$ cat src/rtl/uart_tx_buf_pkg.sv
// Shared types and default constants for the buffered UART transmitter.
package uart_tx_buf_pkg;

  typedef enum logic [1:0] {
    ST_IDLE  = 2'd0,
    ST_START = 2'd1,
    ST_DATA  = 2'd2,
    ST_STOP  = 2'd3
  } tx_state_t;

  localparam int DEF_WIDTH_DATA = 8;
  localparam int DEF_NB_STOP    = 2;
  localparam int DEF_WIDTH_CLK  = 9;
  localparam int DEF_CLK_SIZE   = 434;   // 50 MHz / 115200
  localparam int DEF_DEPTH_LOG  = 2;

endpackage

$ cat src/rtl/uart_tx_buf_if.sv
// Producer-side write port and line/status signals of uart_tx_buf.
interface uart_tx_buf_if
  import uart_tx_buf_pkg::*;
#(
  parameter int WIDTH_DATA = DEF_WIDTH_DATA
) ();

  logic                  we;
  logic [WIDTH_DATA-1:0] data;
  logic                  full;
  logic                  mty;
  logic                  idle;
  logic                  tx;

  modport master (output we, data, input full, mty, idle, tx);
  modport slave  (input we, data, output full, mty, idle, tx);

endinterface

$ cat src/rtl/uart_tx_buf_fifo.sv
// Small synchronous FIFO; full/empty come from the registered occupancy count,
// so a write while full is dropped even if a pop happens in the same cycle.
module uart_tx_buf_fifo
  import uart_tx_buf_pkg::*;
#(
  parameter int WIDTH     = DEF_WIDTH_DATA,
  parameter int DEPTH_LOG = DEF_DEPTH_LOG
) (
  input  logic             clk,
  input  logic             nrst,
  input  logic             push,
  input  logic [WIDTH-1:0] push_data,
  input  logic             pop,
  output logic [WIDTH-1:0] pop_data,
  output logic             full,
  output logic             empty
);

  localparam int DEPTH = 2 ** DEPTH_LOG;
  localparam logic [DEPTH_LOG:0] FULL_CNT = (DEPTH_LOG + 1)'(DEPTH);

  logic [WIDTH-1:0]     mem [DEPTH];
  logic [DEPTH_LOG-1:0] wr_ptr;
  logic [DEPTH_LOG-1:0] rd_ptr;
  logic [DEPTH_LOG:0]   count;
  logic                 do_push;
  logic                 do_pop;

  assign full     = (count == FULL_CNT);
  assign empty    = (count == '0);
  assign do_push  = push && !full;
  assign do_pop   = pop && !empty;
  assign pop_data = mem[rd_ptr];

  // Storage array, written only on an accepted push.
  always_ff @(posedge clk) begin
    if (do_push) mem[wr_ptr] <= push_data;
  end

  // Pointers wrap modulo depth; count tracks occupancy.
  always_ff @(posedge clk or negedge nrst) begin
    if (!nrst) begin
      wr_ptr <= '0;
      rd_ptr <= '0;
      count  <= '0;
    end else begin
      if (do_push) wr_ptr <= wr_ptr + DEPTH_LOG'(1);
      if (do_pop)  rd_ptr <= rd_ptr + DEPTH_LOG'(1);
      case ({do_push, do_pop})
        2'b10:   count <= count + (DEPTH_LOG + 1)'(1);
        2'b01:   count <= count - (DEPTH_LOG + 1)'(1);
        default: count <= count;
      endcase
    end
  end

endmodule

$ cat src/rtl/uart_tx_buf.sv
// Buffered UART transmitter: FIFO drained by an 8N<NB_STOP> serializer with its
// own baud counter. Back-to-back queued bytes go out with no idle gap.
//
//   state | meaning
//   IDLE  | line high, waiting for a byte in the FIFO
//   START | start bit (low) for one bit time
//   DATA  | data bits, LSB first, one bit time each
//   STOP  | stop bit(s) high, then next START or IDLE
module uart_tx_buf
  import uart_tx_buf_pkg::*;
#(
  parameter int WIDTH_DATA = DEF_WIDTH_DATA,
  parameter int NB_STOP    = DEF_NB_STOP,
  parameter int WIDTH_CLK  = DEF_WIDTH_CLK,
  parameter int CLK_SIZE   = DEF_CLK_SIZE,
  parameter int DEPTH_LOG  = DEF_DEPTH_LOG
) (
  input logic           clk,
  input logic           nrst,
  uart_tx_buf_if.slave  bus
);

  localparam int BW = $clog2(WIDTH_DATA + 1);
  localparam logic [WIDTH_CLK-1:0] BAUD_LAST = WIDTH_CLK'(CLK_SIZE - 1);
  localparam logic [BW-1:0]        DATA_LAST = BW'(WIDTH_DATA - 1);
  localparam logic [BW-1:0]        STOP_LAST = BW'(NB_STOP - 1);

  tx_state_t             state_q, state_d;
  logic [WIDTH_CLK-1:0]  baud_q;
  logic [BW-1:0]         bit_q, bit_d;
  logic [WIDTH_DATA-1:0] shift_q, shift_d;
  logic                  tx_q, tx_d;
  logic                  pop;
  logic                  bit_end;
  logic [WIDTH_DATA-1:0] fifo_data;
  logic                  fifo_full;
  logic                  fifo_empty;

  uart_tx_buf_fifo #(
    .WIDTH     (WIDTH_DATA),
    .DEPTH_LOG (DEPTH_LOG)
  ) u_fifo (
    .clk       (clk),
    .nrst      (nrst),
    .push      (bus.we),
    .push_data (bus.data),
    .pop       (pop),
    .pop_data  (fifo_data),
    .full      (fifo_full),
    .empty     (fifo_empty)
  );

  assign bit_end  = (baud_q == BAUD_LAST);
  assign bus.full = fifo_full;
  assign bus.mty  = fifo_empty;
  assign bus.idle = fifo_empty && (state_q == ST_IDLE);
  assign bus.tx   = tx_q;

  // Next-state, shift/bit-count and line-level decisions.
  always_comb begin
    state_d = state_q;
    bit_d   = bit_q;
    shift_d = shift_q;
    tx_d    = tx_q;
    pop     = 1'b0;
    case (state_q)
      ST_IDLE: begin
        tx_d = 1'b1;
        if (!fifo_empty) begin
          pop     = 1'b1;
          shift_d = fifo_data;
          tx_d    = 1'b0;
          state_d = ST_START;
        end
      end
      ST_START: begin
        if (bit_end) begin
          tx_d    = shift_q[0];
          shift_d = shift_q >> 1;
          bit_d   = '0;
          state_d = ST_DATA;
        end
      end
      ST_DATA: begin
        if (bit_end) begin
          if (bit_q == DATA_LAST) begin
            tx_d    = 1'b1;
            bit_d   = '0;
            state_d = ST_STOP;
          end else begin
            tx_d    = shift_q[0];
            shift_d = shift_q >> 1;
            bit_d   = bit_q + BW'(1);
          end
        end
      end
      ST_STOP: begin
        if (bit_end) begin
          if (bit_q == STOP_LAST) begin
            bit_d = '0;
            if (!fifo_empty) begin
              pop     = 1'b1;
              shift_d = fifo_data;
              tx_d    = 1'b0;
              state_d = ST_START;
            end else begin
              tx_d    = 1'b1;
              state_d = ST_IDLE;
            end
          end else begin
            bit_d = bit_q + BW'(1);
          end
        end
      end
      default: begin
        tx_d    = 1'b1;
        state_d = ST_IDLE;
      end
    endcase
  end

  // State, shift register and registered line output; reset forces the line high.
  always_ff @(posedge clk or negedge nrst) begin
    if (!nrst) begin
      state_q <= ST_IDLE;
      bit_q   <= '0;
      shift_q <= '0;
      tx_q    <= 1'b1;
    end else begin
      state_q <= state_d;
      bit_q   <= bit_d;
      shift_q <= shift_d;
      tx_q    <= tx_d;
    end
  end

  // Baud counter: held at zero while idle, wraps at each bit boundary.
  always_ff @(posedge clk or negedge nrst) begin
    if (!nrst) begin
      baud_q <= '0;
    end else if (state_q == ST_IDLE || bit_end) begin
      baud_q <= '0;
    end else begin
      baud_q <= baud_q + WIDTH_CLK'(1);
    end
  end

endmodule

$ cat src/flat_wrapper.sv
// flat-port wrapper written by rule: the top's interface ports become plain ports
module uart_tx_buf_flat import uart_tx_buf_pkg::*;
#(
  parameter int WIDTH_DATA = DEF_WIDTH_DATA,
  parameter int NB_STOP    = DEF_NB_STOP,
  parameter int WIDTH_CLK  = DEF_WIDTH_CLK,
  parameter int CLK_SIZE   = DEF_CLK_SIZE,
  parameter int DEPTH_LOG  = DEF_DEPTH_LOG
)
  (clk, nrst, bus_we, bus_data, bus_full, bus_mty, bus_idle, bus_tx);
  uart_tx_buf_if #(.WIDTH_DATA(WIDTH_DATA)) bus_i ();
  input logic clk;
  input logic nrst;
  input wire logic [$bits(bus_i.we)-1:0] bus_we;
  input wire logic [$bits(bus_i.data)-1:0] bus_data;
  output wire logic [$bits(bus_i.full)-1:0] bus_full;
  output wire logic [$bits(bus_i.mty)-1:0] bus_mty;
  output wire logic [$bits(bus_i.idle)-1:0] bus_idle;
  output wire logic [$bits(bus_i.tx)-1:0] bus_tx;
  assign bus_i.we = bus_we;
  assign bus_i.data = bus_data;
  assign bus_full = bus_i.full;
  assign bus_mty = bus_i.mty;
  assign bus_idle = bus_i.idle;
  assign bus_tx = bus_i.tx;
  uart_tx_buf #(.WIDTH_DATA(WIDTH_DATA), .NB_STOP(NB_STOP), .WIDTH_CLK(WIDTH_CLK), .CLK_SIZE(CLK_SIZE), .DEPTH_LOG(DEPTH_LOG)) u_core (.clk(clk), .nrst(nrst), .bus(bus_i));
endmodule
$ cat config.mk
export PLATFORM = sky130hd
export DESIGN_NAME = uart_tx_buf_flat
export DESIGN_NICKNAME = d
export VERILOG_FILES = /design/src/rtl/uart_tx_buf_pkg.sv /design/src/rtl/uart_tx_buf_if.sv /design/src/rtl/uart_tx_buf_fifo.sv /design/src/rtl/uart_tx_buf.sv /design/src/flat_wrapper.sv
export SDC_FILE = /design/constraint.sdc
export NUM_CORES = 1
export LEC_CHECK = 0
export CORE_ASPECT_RATIO = 0.5
export CORE_MARGIN = 2
export CORE_UTILIZATION = 55
export DETAILED_ROUTE_END_ITERATION = 10
export GPL_TIMING_DRIVEN = 0
export PLACE_DENSITY = 0.74
export SLEW_MARGIN = 15
export SYNTH_ARGS = -nofsm -noshare
export SYNTH_HDL_FRONTEND = slang
export SYNTH_SLANG_ARGS = --single-unit
$ cat constraint.sdc
create_clock -name clk -period 3.4 [get_ports clk]
set_input_delay 0.68 -clock clk [delete_from_list [all_inputs] [get_ports clk]]
set_output_delay 0.68 -clock clk [all_outputs]
set_load 0.05 [all_outputs]
==> qor.csv <==
metric,value,unit
Resized cells post-CTS,0,
# clock sinks,63,
via density per instance,5.50,
Yosys cell types,49,
initial antenna violation count,0,
Startpoint Class,flip-flop,
prevailing post-synth register cell,edfxtp_1,
first-pass GRT wire length,8250,microns
Avg Inst Size Synth,14.4,sq um
R2R setup slack,620,ps
"Seq/Total Area, Yosys",0.584,
starting density of the core,0.587,
drt first pass iters,4,
gr usage total,0.183,
Post-CTS Setup Bufs,0,
Synth Warn #,0,
final WL,4930,microns
latest clock arrival within the worst-skew pair,320,ps
peak supply drop,0.375,mV
drt wl/cell,16.1,microns
TNS Setup,0,ps
RSZ-0062 raised after global routing,false,
DIE AREA,6050,sq um
die span in y,56.0,microns
Tcrit/Tclk final,0.829,
share of the synthesized area in the top cell type,0.323,
n_diodes,0,
crit end category,output port,
CTS max path bufs,2,
Port Buf Inserts,14,
Syn Std Cell Area,2970,sq um
biggest area consumer among synthesized cells,edfxtp_1,
Slew HR,0.516,
cts bufs inserted,9,
I/O pins,15,
CP Class,flip-flop to output port,
vias in the first global route,1747,
flop and latch count out of synthesis,63,
maximum clock frequency,355,MHz
Max Fanout on Critical Path,6,
Core Region,5070,sq um
CTS tree,built,
gpl congestion,0.792,
Mapped Cells,206,
WP data arrival,2140,ps
PwrDens,975,nW/um^2
Row Count,18,
Root Driver,clkbuf_8,
Total Nets Final,256,
share of layout cells above drive strength 1,0.220,
Setup Skew,7.74,ps
# DRC,0,
Congestion Overflow GR,0,
Initial DRC Count,83,
Post-synth EDFFs,32,
CP required,2720,ps
status,completed,
fin crit period,2820,ps
# Max-Cap Violations,0,
via count,1682,
Die W,108,microns
final-report hold violation count,0,
hold_ws,411,ps
antenna-violating nets left,0,
Final Max Tran Viols,0,
largest net degree at the start of global routing,32,
hold_buf cts,0,
"CTS clk-pin slew, worst paths",70,ps
DP HPWL,3330,microns
Worst Hold Class,input pin to async pin,
Syn-to-layout area delta,15.1,%
main area contributors after synthesis,"edfxtp_1, dfrtp_1, mux2_2, mux4_2, ha_1",
Syn Nets,231,
P_leak,0.00134,uW
Final Setup Violations,0,
Worst R2R Path Depth,11,
Worst-Margin Slew,726,ps
H-tree depth,3,
Async SR Flop Fraction,0.492,
## metrics by stage
step | area, sq um | worst slack [ps] | instances | util | total power (uW)
2_1_floorplan | 2970 | 934 | 206 | - | 2310
3_3_place_gp | 3200 | 703 | 290 | 0.632 | 2570
3_5_place_dp | 3200 | 641 | 290 | 0.631 | 2640
4_1_cts | 3420 | 562 | 306 | 0.676 | 3380
5_1_grt | 3420 | 453 | 306 | 0.676 | 3570
6_report | 3420 | 580 | 306 | 0.676 | 3340
## worst max-delay path, stage by stage, from the launching register on
cell and delay, ps:
dfrtp_1 430, nor3_4 330, and2_1 240, clkdlybuf4s50_1 820
## flip-flops by register name (all words and copies together), names as in the netlist
signal and flops:
u_core.bus.tx 1, u_core.u_fifo.mem 32, u_core.u_fifo.count 3, u_core.baud_q 9, u_core.bit_q 4, u_core.u_fifo.wr_ptr 2, u_core.state_q 2, u_core.shift_q 8
u_core.u_fifo.rd_ptr 2
## layout by cell type, fill, tap and decap left out, drive strengths merged, types with 3 or more instances in the layout
master         count
clkbuf            12
xor2               6
mux2              18
nor3               4
o21ai              9
nand3              5
and2               5
dfrtp             30
mux4               8
clkdlybuf4s50     13
buf                3
edfxtp            32
inv               17
ha                13
nand2              5
xnor2              5
clkinv             3
nor2              11
## final timing paths
path,startpoint,to
min in group clk,u_core.baud_q[0],u_core.baud_q[0]
worst min-delay path,nrst,u_core.u_fifo.count[2]
worst max-delay path,u_core.u_fifo.count[1],bus_idle
max in group asynchronous,nrst,u_core.baud_q[4]
worst min register to register,u_core.baud_q[0],u_core.baud_q[0]
worst max register to register,u_core.state_q[0],u_core.u_fifo.count[2]
## area by class of cell
type	count	area [sq um]
Buffer	5	27.5
Clock buffer	9	124
Clock inverter	7	104
Fill cell	367	1640
Inverter	15	56.3
Multi-Input combinational cell	123	1150
Sequential cell	63	1740
Tap cell	70	87.6
Timing Repair Buffer	14	135
## kinds of logic (layout without fill, tap and decap cells)
family,Yosys count,in the layout,synth area share
adder cells (fa/ha/maj),14,14,0.0614
flip-flops,63,63,0.584
buffers and inverters,20,50,0.0282
AO/OA/AOI/OAI,25,25,0.0711
AND/OR/NAND/NOR,47,47,0.0938
multiplexers,26,26,0.129
XOR/XNOR,11,11,0.0324
## where the power goes
part           switching (uW)  internal, uW  total [uW]
sequential                132          1050        1180
clock                     305           422         727
combinational             744           688        1430
## cells in the mapped netlist, drive strengths merged (2+ instances only)
| cell type | number |
|---|---|
| buf | 2 |
| nor3 | 4 |
| edfxtp | 32 |
| dfrtp | 30 |
| mux4 | 8 |
| or3 | 2 |
| inv | 15 |
| nor2 | 11 |
| and2 | 5 |
| o21ai | 9 |
| nand2 | 5 |
| nor2b | 2 |
| mux2 | 18 |
| xor2 | 6 |
| and3 | 2 |
| ha | 13 |
| clkbuf | 3 |
| nand3 | 5 |
| nor3b | 2 |
| xnor2 | 5 |
| a21oi | 2 |
## layer usage
| metal | vias to the layer above | wire, microns | global-route usage |
|---|---|---|---|
| met5 | - | 0 | 0 |
| met4 | 0 | 10 | 0.0330 |
| met3 | 2 | 147 | 0.0667 |
| met2 | 20 | 2480 | 0.307 |
| met1 | 851 | 2290 | 0.231 |
| li1 | 809 | - | - |
No activity file was read; power rests on OpenSTA's default activity.
